[config.mk]
export PLATFORM = sky130hd
export DESIGN_NAME = id_stage_flat
export DESIGN_NICKNAME = d
export VERILOG_FILES = /design/src/rtl/id_stage_pkg.sv /design/src/rtl/id_stage_if.sv /design/src/rtl/id_stage_imm_gen.sv /design/src/rtl/id_stage.sv /design/src/flat_wrapper.sv
export SDC_FILE = /design/constraint.sdc
export NUM_CORES = 1
export LEC_CHECK = 0
export BUFFER_PORTS_ARGS = -buffer_cell sky130_fd_sc_hd__buf_4
export CORE_AREA = 2 2 215 217
export CTS_BUF_LIST = sky130_fd_sc_hd__clkbuf_16
export DETAILED_ROUTE_END_ITERATION = 8
export DIE_AREA = 0 0 217 219
export GPL_TIMING_DRIVEN = 1
export MAX_ROUTING_LAYER = met4
export PLACE_DENSITY_LB_ADDON = 0.12
export SLEW_MARGIN = 25
export SYNTH_ARGS = -nofsm -noshare
export SYNTH_HDL_FRONTEND = slang
export SYNTH_SLANG_ARGS = --single-unit
export TNS_END_PERCENT = 100
[constraint.sdc]
create_clock -name clk -period 2.57 [get_ports clk]
set_clock_uncertainty 0.15 [all_clocks]
set_input_delay 0.1285 -clock clk [delete_from_list [all_inputs] [get_ports clk]]
set_output_delay 0.1285 -clock clk [all_outputs]
set_load 0.005 [all_outputs]
[src/rtl/id_stage_pkg.sv]
// Shared decode constants: opcodes, funct codes, ALU op encoding, immediate formats.
package id_stage_pkg;

   // Base integer opcodes (inst[6:0])
   localparam logic [6:0] INST_TYPE_LOAD      = 7'h03;
   localparam logic [6:0] INST_TYPE_OP_IMM    = 7'h13;
   localparam logic [6:0] INST_TYPE_AUIPC     = 7'h17;
   localparam logic [6:0] INST_TYPE_OP_IMM_32 = 7'h1B;
   localparam logic [6:0] INST_TYPE_STORE     = 7'h23;
   localparam logic [6:0] INST_TYPE_OP        = 7'h33;
   localparam logic [6:0] INST_TYPE_LUI       = 7'h37;
   localparam logic [6:0] INST_TYPE_OP_32     = 7'h3B;
   localparam logic [6:0] INST_TYPE_BRANCH    = 7'h63;
   localparam logic [6:0] INST_TYPE_JALR      = 7'h67;
   localparam logic [6:0] INST_TYPE_JAL       = 7'h6F;

   // funct3 / funct7 codes
   localparam logic [2:0] F3_ADD_SUB = 3'b000;
   localparam logic [2:0] F3_SLL     = 3'b001;
   localparam logic [2:0] F3_SRL_SRA = 3'b101;
   localparam logic [6:0] F7_BASE    = 7'h00;
   localparam logic [6:0] F7_ALT     = 7'h20;

   // ALU op encoding; bit 4 marks a 32-bit (*W) operation
   localparam logic [4:0] ALU_OP_ADD    = 5'd0;
   localparam logic [4:0] ALU_OP_SUB    = 5'd1;
   localparam logic [4:0] ALU_OP_SLL    = 5'd2;
   localparam logic [4:0] ALU_OP_SLT    = 5'd3;
   localparam logic [4:0] ALU_OP_SLTU   = 5'd4;
   localparam logic [4:0] ALU_OP_XOR    = 5'd5;
   localparam logic [4:0] ALU_OP_SRL    = 5'd6;
   localparam logic [4:0] ALU_OP_SRA    = 5'd7;
   localparam logic [4:0] ALU_OP_OR     = 5'd8;
   localparam logic [4:0] ALU_OP_AND    = 5'd9;
   localparam logic [4:0] ALU_OP_BEQ    = 5'd10;
   localparam logic [4:0] ALU_OP_BNE    = 5'd11;
   localparam logic [4:0] ALU_OP_BLT    = 5'd12;
   localparam logic [4:0] ALU_OP_BGE    = 5'd13;
   localparam logic [4:0] ALU_OP_BLTU   = 5'd14;
   localparam logic [4:0] ALU_OP_BGEU   = 5'd15;
   localparam logic [4:0] ALU_OP_W_FLAG = 5'h10;

   typedef enum logic [2:0] {IMM_NONE, IMM_I, IMM_S, IMM_B, IMM_U, IMM_J} imm_fmt_e;
   typedef enum logic [1:0] {OP1_RS1, OP1_PC, OP1_ZERO} op1_sel_e;

   // Register/immediate arithmetic op from funct3; alt selects SUB/SRA
   function automatic logic [4:0] alu_from_f3(input logic [2:0] f3, input logic alt);
      logic [4:0] op;
      case (f3)
         3'b000:  op = alt ? ALU_OP_SUB : ALU_OP_ADD;
         3'b001:  op = ALU_OP_SLL;
         3'b010:  op = ALU_OP_SLT;
         3'b011:  op = ALU_OP_SLTU;
         3'b100:  op = ALU_OP_XOR;
         3'b101:  op = alt ? ALU_OP_SRA : ALU_OP_SRL;
         3'b110:  op = ALU_OP_OR;
         default: op = ALU_OP_AND;
      endcase
      return op;
   endfunction

endpackage

[src/rtl/id_stage_if.sv]
// Decoded-instruction bus from the decode stage to EX, with valid/ready handshake.
interface id_stage_if #(
   parameter int XLEN     = 64,
   parameter int ALU_OP_W = 5
);
   logic                out_valid;
   logic                out_ready;
   logic [31:0]         inst_o;
   logic [XLEN-1:0]     inst_addr_o;
   logic [XLEN-1:0]     op1_o;
   logic [XLEN-1:0]     op2_o;
   logic [XLEN-1:0]     imm_o;
   logic [4:0]          rd_addr_o;
   logic                reg_wen_o;
   logic [ALU_OP_W-1:0] alu_op_o;
   logic                illegal_o;

   modport master (
      output out_valid, inst_o, inst_addr_o, op1_o, op2_o, imm_o,
             rd_addr_o, reg_wen_o, alu_op_o, illegal_o,
      input  out_ready
   );

   modport slave (
      input  out_valid, inst_o, inst_addr_o, op1_o, op2_o, imm_o,
             rd_addr_o, reg_wen_o, alu_op_o, illegal_o,
      output out_ready
   );
endinterface

[src/rtl/id_stage_imm_gen.sv]
// Immediate generator: extracts the I/S/B/U/J immediate and sign-extends from bit 31.
module id_stage_imm_gen
   import id_stage_pkg::*;
#(
   parameter int XLEN = 64
) (
   input  logic [31:0]     inst_i,
   input  imm_fmt_e        fmt_i,
   output logic [XLEN-1:0] imm_o
);
   logic [31:0] imm32;
   logic        unused_opcode;

   // The opcode field never contributes to an immediate
   assign unused_opcode = ^inst_i[6:0];

   // Assemble the 32-bit immediate for the selected format
   always_comb begin
      imm32 = '0;
      case (fmt_i)
         IMM_I:   imm32 = {{20{inst_i[31]}}, inst_i[31:20]};
         IMM_S:   imm32 = {{20{inst_i[31]}}, inst_i[31:25], inst_i[11:7]};
         IMM_B:   imm32 = {{19{inst_i[31]}}, inst_i[31], inst_i[7], inst_i[30:25], inst_i[11:8], 1'b0};
         IMM_U:   imm32 = {inst_i[31:12], 12'b0};
         IMM_J:   imm32 = {{11{inst_i[31]}}, inst_i[31], inst_i[19:12], inst_i[20], inst_i[30:21], 1'b0};
         default: imm32 = '0;
      endcase
   end

   assign imm_o = XLEN'($signed(imm32));
endmodule

[src/rtl/id_stage.sv]
// Decode stage: RV32I/RV64I decode, operand mux, load-use hazard stall and output register.
module id_stage
   import id_stage_pkg::*;
#(
   parameter int XLEN     = 64,
   parameter int ALU_OP_W = 5
) (
   input  logic            clk,
   input  logic            rst,
   input  logic            in_valid,
   output logic            in_ready,
   input  logic [31:0]     inst_i,
   input  logic [XLEN-1:0] inst_addr_i,
   output logic [4:0]      rs1_addr_o,
   output logic [4:0]      rs2_addr_o,
   input  logic [XLEN-1:0] rs1_data_i,
   input  logic [XLEN-1:0] rs2_data_i,
   input  logic            ex_load_i,
   input  logic [4:0]      ex_rd_i,
   input  logic            flush_i,
   id_stage_if.master      out_if
);
   localparam bit RV64 = (XLEN == 64);

   logic [6:0] opcode;
   logic [2:0] f3;
   logic [6:0] f7;
   logic       ill_d, rs1_used, rs2_used, wen_cls, op2_imm;
   imm_fmt_e   fmt;
   op1_sel_e   op1_sel;
   logic [4:0] alu5;

   logic [XLEN-1:0]     imm_d, op1_d, op2_d;
   logic [4:0]          rd_d;
   logic                wen_d, hazard, accept;

   logic                valid_q, wen_q, ill_q;
   logic [31:0]         inst_q;
   logic [XLEN-1:0]     addr_q, op1_q, op2_q, imm_q;
   logic [4:0]          rd_q;
   logic [ALU_OP_W-1:0] alu_q;

   assign opcode = inst_i[6:0];
   assign f3     = inst_i[14:12];
   assign f7     = inst_i[31:25];

   // Instruction decode: legality, register usage, immediate format and ALU op
   always_comb begin
      ill_d    = 1'b0;
      rs1_used = 1'b0;
      rs2_used = 1'b0;
      wen_cls  = 1'b0;
      op2_imm  = 1'b0;
      fmt      = IMM_NONE;
      op1_sel  = OP1_RS1;
      alu5     = ALU_OP_ADD;
      case (opcode)
         INST_TYPE_OP: begin
            rs1_used = 1'b1; rs2_used = 1'b1; wen_cls = 1'b1;
            if (f7 == F7_BASE)
               alu5 = alu_from_f3(f3, 1'b0);
            else if (f7 == F7_ALT && (f3 == F3_ADD_SUB || f3 == F3_SRL_SRA))
               alu5 = alu_from_f3(f3, 1'b1);
            else
               ill_d = 1'b1;
         end
         INST_TYPE_OP_IMM: begin
            rs1_used = 1'b1; wen_cls = 1'b1; fmt = IMM_I; op2_imm = 1'b1;
            alu5 = alu_from_f3(f3, 1'b0);
            // Shift amounts are 6 bits wide on RV64, 5 bits on RV32
            if (f3 == F3_SLL) begin
               if (inst_i[31:26] != 6'b000000 || (!RV64 && inst_i[25])) ill_d = 1'b1;
            end else if (f3 == F3_SRL_SRA) begin
               if ((inst_i[31:26] != 6'b000000 && inst_i[31:26] != 6'b010000) || (!RV64 && inst_i[25]))
                  ill_d = 1'b1;
               alu5 = inst_i[30] ? ALU_OP_SRA : ALU_OP_SRL;
            end
         end
         INST_TYPE_OP_IMM_32: begin
            rs1_used = 1'b1; wen_cls = 1'b1; fmt = IMM_I; op2_imm = 1'b1;
            case (f3)
               F3_ADD_SUB: alu5 = ALU_OP_ADD;
               F3_SLL:     begin alu5 = ALU_OP_SLL; ill_d = (f7 != F7_BASE); end
               F3_SRL_SRA: begin
                  alu5  = (f7 == F7_ALT) ? ALU_OP_SRA : ALU_OP_SRL;
                  ill_d = (f7 != F7_BASE) && (f7 != F7_ALT);
               end
               default:    ill_d = 1'b1;
            endcase
            alu5 = alu5 | ALU_OP_W_FLAG;
            if (!RV64) ill_d = 1'b1;
         end
         INST_TYPE_OP_32: begin
            rs1_used = 1'b1; rs2_used = 1'b1; wen_cls = 1'b1;
            case (f3)
               F3_ADD_SUB: begin
                  alu5  = (f7 == F7_ALT) ? ALU_OP_SUB : ALU_OP_ADD;
                  ill_d = (f7 != F7_BASE) && (f7 != F7_ALT);
               end
               F3_SLL:     begin alu5 = ALU_OP_SLL; ill_d = (f7 != F7_BASE); end
               F3_SRL_SRA: begin
                  alu5  = (f7 == F7_ALT) ? ALU_OP_SRA : ALU_OP_SRL;
                  ill_d = (f7 != F7_BASE) && (f7 != F7_ALT);
               end
               default:    ill_d = 1'b1;
            endcase
            alu5 = alu5 | ALU_OP_W_FLAG;
            if (!RV64) ill_d = 1'b1;
         end
         INST_TYPE_LOAD: begin
            rs1_used = 1'b1; wen_cls = 1'b1; fmt = IMM_I; op2_imm = 1'b1;
            // LD and LWU exist only on RV64
            ill_d = (f3 == 3'b111) || (!RV64 && (f3 == 3'b011 || f3 == 3'b110));
         end
         INST_TYPE_STORE: begin
            rs1_used = 1'b1; rs2_used = 1'b1; fmt = IMM_S; op2_imm = 1'b1;
            ill_d = f3[2] || (!RV64 && f3 == 3'b011);
         end
         INST_TYPE_BRANCH: begin
            rs1_used = 1'b1; rs2_used = 1'b1; fmt = IMM_B;
            case (f3)
               3'b000:  alu5 = ALU_OP_BEQ;
               3'b001:  alu5 = ALU_OP_BNE;
               3'b100:  alu5 = ALU_OP_BLT;
               3'b101:  alu5 = ALU_OP_BGE;
               3'b110:  alu5 = ALU_OP_BLTU;
               3'b111:  alu5 = ALU_OP_BGEU;
               default: ill_d = 1'b1;
            endcase
         end
         INST_TYPE_JALR: begin
            rs1_used = 1'b1; wen_cls = 1'b1; fmt = IMM_I; op2_imm = 1'b1;
            ill_d = (f3 != 3'b000);
         end
         INST_TYPE_LUI:   begin wen_cls = 1'b1; fmt = IMM_U; op2_imm = 1'b1; op1_sel = OP1_ZERO; end
         INST_TYPE_AUIPC: begin wen_cls = 1'b1; fmt = IMM_U; op2_imm = 1'b1; op1_sel = OP1_PC; end
         INST_TYPE_JAL:   begin wen_cls = 1'b1; fmt = IMM_J; op2_imm = 1'b1; op1_sel = OP1_PC; end
         default:         ill_d = 1'b1;
      endcase
      // Illegal instructions read nothing and write nothing
      if (ill_d) begin
         rs1_used = 1'b0;
         rs2_used = 1'b0;
         wen_cls  = 1'b0;
      end
   end

   id_stage_imm_gen #(.XLEN(XLEN)) u_imm_gen (
      .inst_i (inst_i),
      .fmt_i  (fmt),
      .imm_o  (imm_d)
   );

   assign rs1_addr_o = rs1_used ? inst_i[19:15] : 5'd0;
   assign rs2_addr_o = rs2_used ? inst_i[24:20] : 5'd0;
   assign wen_d      = wen_cls && (inst_i[11:7] != 5'd0);
   assign rd_d       = wen_d ? inst_i[11:7] : 5'd0;

   // Operand selection
   always_comb begin
      case (op1_sel)
         OP1_PC:   op1_d = inst_addr_i;
         OP1_ZERO: op1_d = '0;
         default:  op1_d = rs1_data_i;
      endcase
      op2_d = op2_imm ? imm_d : rs2_data_i;
   end

   // Load-use hazard: stall while EX's load targets a register this instruction reads
   assign hazard = ex_load_i && (ex_rd_i != 5'd0) &&
                   ((rs1_used && ex_rd_i == inst_i[19:15]) || (rs2_used && ex_rd_i == inst_i[24:20]));

   assign in_ready = !rst && (!valid_q || out_if.out_ready) && !hazard;
   assign accept   = in_valid && in_ready && !flush_i;

   // Output pipeline register: flush kills, accept loads, downstream take empties, else hold
   always_ff @(posedge clk) begin
      if (rst) begin
         valid_q <= 1'b0;
         inst_q  <= '0;
         addr_q  <= '0;
         op1_q   <= '0;
         op2_q   <= '0;
         imm_q   <= '0;
         rd_q    <= '0;
         wen_q   <= 1'b0;
         alu_q   <= '0;
         ill_q   <= 1'b0;
      end else if (flush_i) begin
         valid_q <= 1'b0;
      end else if (accept) begin
         valid_q <= 1'b1;
         inst_q  <= inst_i;
         addr_q  <= inst_addr_i;
         op1_q   <= op1_d;
         op2_q   <= op2_d;
         imm_q   <= imm_d;
         rd_q    <= rd_d;
         wen_q   <= wen_d;
         alu_q   <= ALU_OP_W'(alu5);
         ill_q   <= ill_d;
      end else if (out_if.out_ready) begin
         valid_q <= 1'b0;
      end
   end

   assign out_if.out_valid   = valid_q;
   assign out_if.inst_o      = inst_q;
   assign out_if.inst_addr_o = addr_q;
   assign out_if.op1_o       = op1_q;
   assign out_if.op2_o       = op2_q;
   assign out_if.imm_o       = imm_q;
   assign out_if.rd_addr_o   = rd_q;
   assign out_if.reg_wen_o   = wen_q;
   assign out_if.alu_op_o    = alu_q;
   assign out_if.illegal_o   = ill_q;
endmodule

[src/flat_wrapper.sv]
// flat-port wrapper written by rule: the top's interface ports become plain ports
module id_stage_flat import id_stage_pkg::*;
#(
   parameter int XLEN     = 64,
   parameter int ALU_OP_W = 5
)
  (clk, rst, in_valid, in_ready, inst_i, inst_addr_i, rs1_addr_o, rs2_addr_o, rs1_data_i, rs2_data_i, ex_load_i, ex_rd_i, flush_i, out_if_out_valid, out_if_inst_o, out_if_inst_addr_o, out_if_op1_o, out_if_op2_o, out_if_imm_o, out_if_rd_addr_o, out_if_reg_wen_o, out_if_alu_op_o, out_if_illegal_o, out_if_out_ready);
  id_stage_if #(.XLEN(XLEN), .ALU_OP_W(ALU_OP_W)) out_if_i ();
  input  logic clk;
  input  logic rst;
  input  logic in_valid;
  output logic in_ready;
  input  logic [31:0] inst_i;
  input  logic [XLEN-1:0] inst_addr_i;
  output logic [4:0] rs1_addr_o;
  output logic [4:0] rs2_addr_o;
  input  logic [XLEN-1:0] rs1_data_i;
  input  logic [XLEN-1:0] rs2_data_i;
  input  logic ex_load_i;
  input  logic [4:0] ex_rd_i;
  input  logic flush_i;
  output wire logic [$bits(out_if_i.out_valid)-1:0] out_if_out_valid;
  output wire logic [$bits(out_if_i.inst_o)-1:0] out_if_inst_o;
  output wire logic [$bits(out_if_i.inst_addr_o)-1:0] out_if_inst_addr_o;
  output wire logic [$bits(out_if_i.op1_o)-1:0] out_if_op1_o;
  output wire logic [$bits(out_if_i.op2_o)-1:0] out_if_op2_o;
  output wire logic [$bits(out_if_i.imm_o)-1:0] out_if_imm_o;
  output wire logic [$bits(out_if_i.rd_addr_o)-1:0] out_if_rd_addr_o;
  output wire logic [$bits(out_if_i.reg_wen_o)-1:0] out_if_reg_wen_o;
  output wire logic [$bits(out_if_i.alu_op_o)-1:0] out_if_alu_op_o;
  output wire logic [$bits(out_if_i.illegal_o)-1:0] out_if_illegal_o;
  input wire logic [$bits(out_if_i.out_ready)-1:0] out_if_out_ready;
  assign out_if_out_valid = out_if_i.out_valid;
  assign out_if_inst_o = out_if_i.inst_o;
  assign out_if_inst_addr_o = out_if_i.inst_addr_o;
  assign out_if_op1_o = out_if_i.op1_o;
  assign out_if_op2_o = out_if_i.op2_o;
  assign out_if_imm_o = out_if_i.imm_o;
  assign out_if_rd_addr_o = out_if_i.rd_addr_o;
  assign out_if_reg_wen_o = out_if_i.reg_wen_o;
  assign out_if_alu_op_o = out_if_i.alu_op_o;
  assign out_if_illegal_o = out_if_i.illegal_o;
  assign out_if_i.out_ready = out_if_out_ready;
  id_stage #(.XLEN(XLEN), .ALU_OP_W(ALU_OP_W)) u_core (.clk(clk), .rst(rst), .in_valid(in_valid), .in_ready(in_ready), .inst_i(inst_i), .inst_addr_i(inst_addr_i), .rs1_addr_o(rs1_addr_o), .rs2_addr_o(rs2_addr_o), .rs1_data_i(rs1_data_i), .rs2_data_i(rs2_data_i), .ex_load_i(ex_load_i), .ex_rd_i(ex_rd_i), .flush_i(flush_i), .out_if(out_if_i));
endmodule
# Word-level counts from Yosys, hierarchy flattened
# Cells that the tools add are included.
dict set report word_totals {
  reg_bits 269
  in_bits 235
  output_inout_bits 312
}
dict set report classes {
  n_eq_ne 30
  n_mux 41
  bitwise_logic 1
  reduce_logical 39
}
# op count
set op_table {}
lappend op_table {{$pmux W32 S5} 1}
lappend op_table {{$pmux W64 S2} 1}
lappend op_table {{$mux W64} 1}
lappend op_table {{$pmux W4 S7} 2}
lappend op_table {{$pmux W4 S6} 2}
lappend op_table {{$eq A7 B6 Y1 const B} 5}
lappend op_table {{$mux W5} 7}
lappend op_table {{$pmux W5 S5} 1}
lappend op_table {{$eq A7 B5 Y1 const B} 3}
lappend op_table {{$eq A7 B7 Y1 const B} 3}
lappend op_table {{$mux W1} 19}
lappend op_table {{$eq A3 B3 Y1 const B} 6}
lappend op_table {{$reduce_or A8 Y1} 2}
lappend op_table {{$pmux W3 S5} 1}
lappend op_table {{$eq A3 B2 Y1 const B} 4}
lappend op_table {{$logic_and A1 B1 Y1} 12}
lappend op_table {{$pmux W4 S3} 1}
lappend op_table {{$eq A5 B5 Y1} 2}
lappend op_table {{$reduce_bool A5 Y1} 2}
lappend op_table {{$pmux W1 S9} 1}
lappend op_table {{$reduce_or A9 Y1} 1}
lappend op_table {{$pmux W4 S2} 1}
lappend op_table {{$reduce_or A2 Y1} 4}
lappend op_table {{$reduce_or A4 Y1} 2}
lappend op_table {{21 further kinds} 27}

# Depth between registers and ports, before layout
dict set report logic_depth {
  word_depth 15
  ltp_mapped 12
  depth_no_buf 8
}

# Hierarchy
# Synthesis repeated with hierarchy kept, for this count alone.
dict set report unflattened {
  cells_unflattened 1496
  hier_area_um2 14367.5
}
# mod n_inst cells_per_inst area_per_inst_um2
set by_module_without_submodules {}
lappend by_module_without_submodules {id_stage 1 1412 13763.2}
lappend by_module_without_submodules {id_stage_imm_gen 1 84 604.3}

# Least setup slack after synthesis
# OpenSTA, ideal clock, no wires.
dict set report synth_timing {
  path_type {input to register}
  startpoint {in inst_i[26]}
  endpoint {reg u_core.addr_q[59], in the netlist u_core.out_if.inst_addr_o[59]}
  arrival_time_ns 2.522
  setup_slack_ns -0.226
  path_stages 8
  cell_sequence {or4_4 > or4_1 > a32oi_2 > nand4_2 > o211ai_4 > buf_6 > buf_6 > mux2_1}
}
dict set report synth_via {
  elab_chain_len 15
}
# element line_no
set synth_rtl {}
lappend synth_rtl {{start, declared} flat_wrapper.sv:13} ;# input logic [31:0] inst_i;
lappend synth_rtl {{$ne A6 B5 Y1 / $reduce_bool A6 Y1 (equally long branches)} {id_stage.sv:74, id_stage.sv:72}}
lappend synth_rtl {{$logic_and A1 B1 Y1} id_stage.sv:74} ;# if ((inst_i[31:26] != 6'b000000 && inst_i[31:26] != 6'b010000) || (!RV64 && inst_i[25]))
lappend synth_rtl {{$mux W1} id_stage.sv:74}
lappend synth_rtl {{$mux W1} id_stage.sv:73} ;# end else if (f3 == F3_SRL_SRA) begin
lappend synth_rtl {{$mux W1} id_stage.sv:71} ;# if (f3 == F3_SLL) begin
lappend synth_rtl {{$pmux W1 S9 *} id_stage.sv:57} ;# case (opcode)
lappend synth_rtl {{$mux W1} id_stage.sv:141} ;# if (ill_d) begin
lappend synth_rtl {{$logic_and A1 B1 Y1} id_stage.sv:171} ;# ((rs1_used && ex_rd_i == inst_i[19:15]) || (rs2_used && ex_rd_i == inst_i[24:20]));
lappend synth_rtl {{$logic_or A1 B1 Y1 *} id_stage.sv:171}
lappend synth_rtl {{$logic_and A1 B1 Y1 *} id_stage.sv:170} ;# assign hazard = ex_load_i && (ex_rd_i != 5'd0) &&
lappend synth_rtl {{$logic_not A1 Y1 *} id_stage.sv:173} ;# assign in_ready = !rst && (!valid_q || out_if.out_ready) && !hazard;
lappend synth_rtl {{$logic_and A1 B1 Y1 *} id_stage.sv:173}
lappend synth_rtl {{$logic_and A1 B1 Y1 * (2 in series)} id_stage.sv:174} ;# assign accept = in_valid && in_ready && !flush_i;
lappend synth_rtl {{$reduce_and A2 Y1 (no source line) *} n/a}
lappend synth_rtl {{end signal, assigned} id_stage.sv:194} ;# addr_q <= inst_addr_i;
lappend synth_rtl {{end, declared} id_stage.sv:39} ;# logic [XLEN-1:0] addr_q, op1_q, op2_q, imm_q;
# Mark *: on every way between the ends. The rest lies on a longest branch, timed or not.
# A chain may end at the register's enable or synchronous reset.

# Final worst setup path
dict set report layout_timing {
  startpoint {in inst_i[29]}
  endpoint {reg u_core.inst_q[27], in the netlist u_core.out_if.inst_o[27]}
}
dict set report layout_via {
  elab_chain_len 15
}
# element line_no
set layout_rtl {}
lappend layout_rtl {{$ne A6 B5 Y1 / $reduce_bool A6 Y1 (equally long branches)} {id_stage.sv:74, id_stage.sv:72}}
lappend layout_rtl {{$logic_and A1 B1 Y1} id_stage.sv:74}
lappend layout_rtl {{$mux W1} id_stage.sv:74}
lappend layout_rtl {{$mux W1} id_stage.sv:73}
lappend layout_rtl {{$mux W1} id_stage.sv:71}
lappend layout_rtl {{$pmux W1 S9 *} id_stage.sv:57}
lappend layout_rtl {{$mux W1} id_stage.sv:141}
lappend layout_rtl {{$logic_and A1 B1 Y1} id_stage.sv:171}
lappend layout_rtl {{$logic_or A1 B1 Y1 *} id_stage.sv:171}
lappend layout_rtl {{$logic_and A1 B1 Y1 *} id_stage.sv:170}
lappend layout_rtl {{$logic_not A1 Y1 *} id_stage.sv:173}
lappend layout_rtl {{$logic_and A1 B1 Y1 *} id_stage.sv:173}
lappend layout_rtl {{$logic_and A1 B1 Y1 * (2 in series)} id_stage.sv:174}
lappend layout_rtl {{$reduce_and A2 Y1 (no source line) *} n/a}
lappend layout_rtl {{end signal, assigned} id_stage.sv:193} ;# inst_q <= inst_i;
lappend layout_rtl {{end, declared} id_stage.sv:38} ;# logic [31:0] inst_q;
# Marks and branches as above.

==> flow_summary.toml <==
[sta]
period_minus_slack_ps = 2620
worst_slack_ps = -47.4
setup_violations = 47
max_freq_mhz = 382
slew_headroom = 0.660
rsz0062_at_grt = "true"
worstMarginPinSlew_ps = 506
slew_violations = 0
hold_violations = 0
period_share = 1.02

[global_route]
grt_pass1_wl_um = 76900
first_global_vias = 13200
grt_overflow = 0
grt_use_total = 0.216
grt_max_degree = 92
antenna_found_initial = 1

[placed_design]
place.gp.congestion = 0.904
dp.cells = 2573
place_hpwl_um = 37900
place_ws_ps = -505
port_buffers = 546

[critical_path]
endpoint_kind = "register"
worst-setup-path-type = "input pin to register"
r2r_cells = 7
crit_fanout = 8
worstPathRequired_ps = 2830
crit_arrival_ps = 2880
start_kind = "input pin"

[cts]
cts_max_path_buffers = 3
cts.clk_slew.worst_paths_ps = 60
cts_tree = "yes"
clk_latency_ps = 530
htree_levels = 2
clock_sinks = 269
clock-root-buffer = "clkbuf_16"
cts_buffers = 34

[pwr]
p_leak_nw = 10.7
vdd_drop_max_v = 0.000408
pwr_density_cell_nw_per_um2 = 500

[min_path]
min_path_cells = 4
hold_path.class = "input pin to register"

[floorplanning]
die_w_um = 217
num_rows = 78
die_area_um2 = 47500
pin_count = 547
die_h_um = 219
core_um2 = 45100
initial_utilization = 0.288

[synthesis]
yosysMostFrequentCell = "dfxtp_1"
synth_top_area_frac = 0.415
synth_xor_area_frac = 0.00742
synth_edf_count = 0
syn_nets = 1691
syn_area_um2 = 13000
ys_seq_area_frac = 0.415
async_reset_ff_frac = 0
synth_top_area_cell = "dfxtp_1"
synth_common_cells = "dfxtp_1, nand2_1, mux2i_1, a21oi_1, nor2b_1"
postSynthCellCount = 1454
ys.flop_type = "dfxtp_1"
synth_area_leaders = "dfxtp_1, mux2i_1, nand2_1"
synthMuxAreaShare = 0.216
synth_adder_area_share = 0.00193
synth_compound_area_frac = 0.0989
synth_warnings = 0
synth_top_family_by_area = "multiplexers"
yosys_register_bits = 269
synth.avg_cell_area_um2 = 8.93
synthSimpleGateAreaFrac = 0.192
synth.distinct_cells = 66

[outcome]
status = "finished, violations left"
failed_checks = "setup timing"

[detailed_routing]
met1Wirelength_um = 22400
wl_met2_um = 26300
route.met3.wl_um = 2950
dr.pass1.iters = 5
antenna_left = 0
highest_layer = "met4"
num_vias = 13400
via_per_inst = 4.63
routedWlPerCell_um = 18.5
drt_iter0_markers = 597
wirelength_um = 53800
drc = 0

[final_layout]
nNetsFinal = 2517
fillerInstances = 4310
drive_above_1_share = 0.367
instances_no_fill = 2905
areaGrowthSynthToFinish_pct = 72.9

[run]
maxCapViolations = 0
-- per-stage QoR --
step | power (mW) | setup TNS (ps) | util | hold slack [ps] | area [um^2]
2_1_floorplan | 5.20 | -11480 | - | 51.3 | 13000
3_3_place_gp | 6.16 | -95800 | 0.403 | 149 | 18200
3_5_place_dp | 6.17 | -108950 | 0.403 | 152 | 18200
4_1_cts | 11.3 | -2080 | 0.482 | 18.0 | 21700
5_1_grt | 11.7 | -10160 | 0.498 | 82.2 | 22400
6_report | 11.2 | -934 | 0.498 | 58.6 | 22400
-- worst paths after layout --
check	start	to	slack, ps
worst max register to register	u_core.out_if.out_valid	u_core.out_if.inst_addr_o[57]	680
worst min register to register	u_core.out_if.op2_o[51]	u_core.out_if.op2_o[51]	310
worst max-delay path	inst_i[29]	u_core.out_if.inst_o[27]	-50
worst min-delay path	inst_i[14]	u_core.out_if.imm_o[14]	60
-- state kept, by name, indices dropped and copies added (netlist names) --
register / count
u_core.out_if.imm_o: 32
u_core.out_if.inst_addr_o: 64
u_core.out_if.out_valid: 1
u_core.out_if.op1_o: 64
u_core.out_if.inst_o: 32
u_core.out_if.reg_wen_o: 1
u_core.out_if.illegal_o: 1
u_core.out_if.alu_op_o: 5
u_core.out_if.op2_o: 64
u_core.out_if.rd_addr_o: 5
-- placed cells by master (no fill, tap or decap), types with 33 or more instances in the layout --
master | synthesis | layout
clkbuf_16 | 0 | 46
mux2_2 | 42 | 33
nor2b_1 | 111 | 111
nor2_1 | 99 | 97
mux2_4 | 0 | 40
mux2i_1 | 161 | 161
dfxtp_1 | 269 | 269
dlygate4sd3_1 | 0 | 237
mux2_1 | 64 | 33
buf_4 | 38 | 641
nand2_1 | 249 | 249
a21oi_1 | 132 | 132
-- critical path, cell delays in order --
cell and delay [ps]:
buf_6 90, or4_4 590, or4_4 520, a32oi_4 220, nand4_4 120, buf_6 150
o211ai_4 180, buf_6 140, buf_4 110, buf_12 140, clkbuf_16 160, mux2_2 320
-- cell type report --
class                      instances  area, um^2  share of cell area
timing repair buffer             937        8200               0.365
multi-input combinational       1027        6960               0.310
sequential                       269        5390               0.240
clock buffer                      37         926              0.0412
tap                              600         751              0.0334
clock inverter                    22         170             0.00758
inverter                          11        46.3             0.00206
antenna                            2        5.00            0.000223
-- per-layer routing --
metal / up-vias / track usage
met4: 0 / 0.0950
met5: - / -
li1: 6592 / -
met2: 418 / 0.362
met1: 6335 / 0.252
met3: 98 / 0.0431
-- report_power, final --
group          internal, mW  switching [mW]
Combinational          1.19           0.810
Clock                  2.87            1.86
Sequential             4.38           0.115
-- cell families (layout without fill, tap and decap cells) --
| logic type | after synthesis | after routing |
|---|---|---|
| DFF | 269 | 269 |
| AOI/OAI and AO/OA | 212 | 212 |
| and+or+nand+nor | 535 | 535 |
| adders and majority gates | 2 | 2 |
| xor gates and xnor gates | 11 | 11 |
| other | 0 | 2 |
| buffers and inverters | 158 | 1007 |
| muxes | 267 | 267 |
-- what timing repair did --
| action | 4_1_cts | 5_1_grt |
|---|---|---|
| endpoints found under the hold margin | 256 | 0 |
| setup endpoints to repair | 11 | 194 |
| setup buffers | 1 | 24 |
| hold buffers | 237 | 0 |
| cloned | 0 | 11 |
| resized for setup | 19 | 81 |
| pin swaps | 11 | 5 |
(Power assumes the default switching activity.)
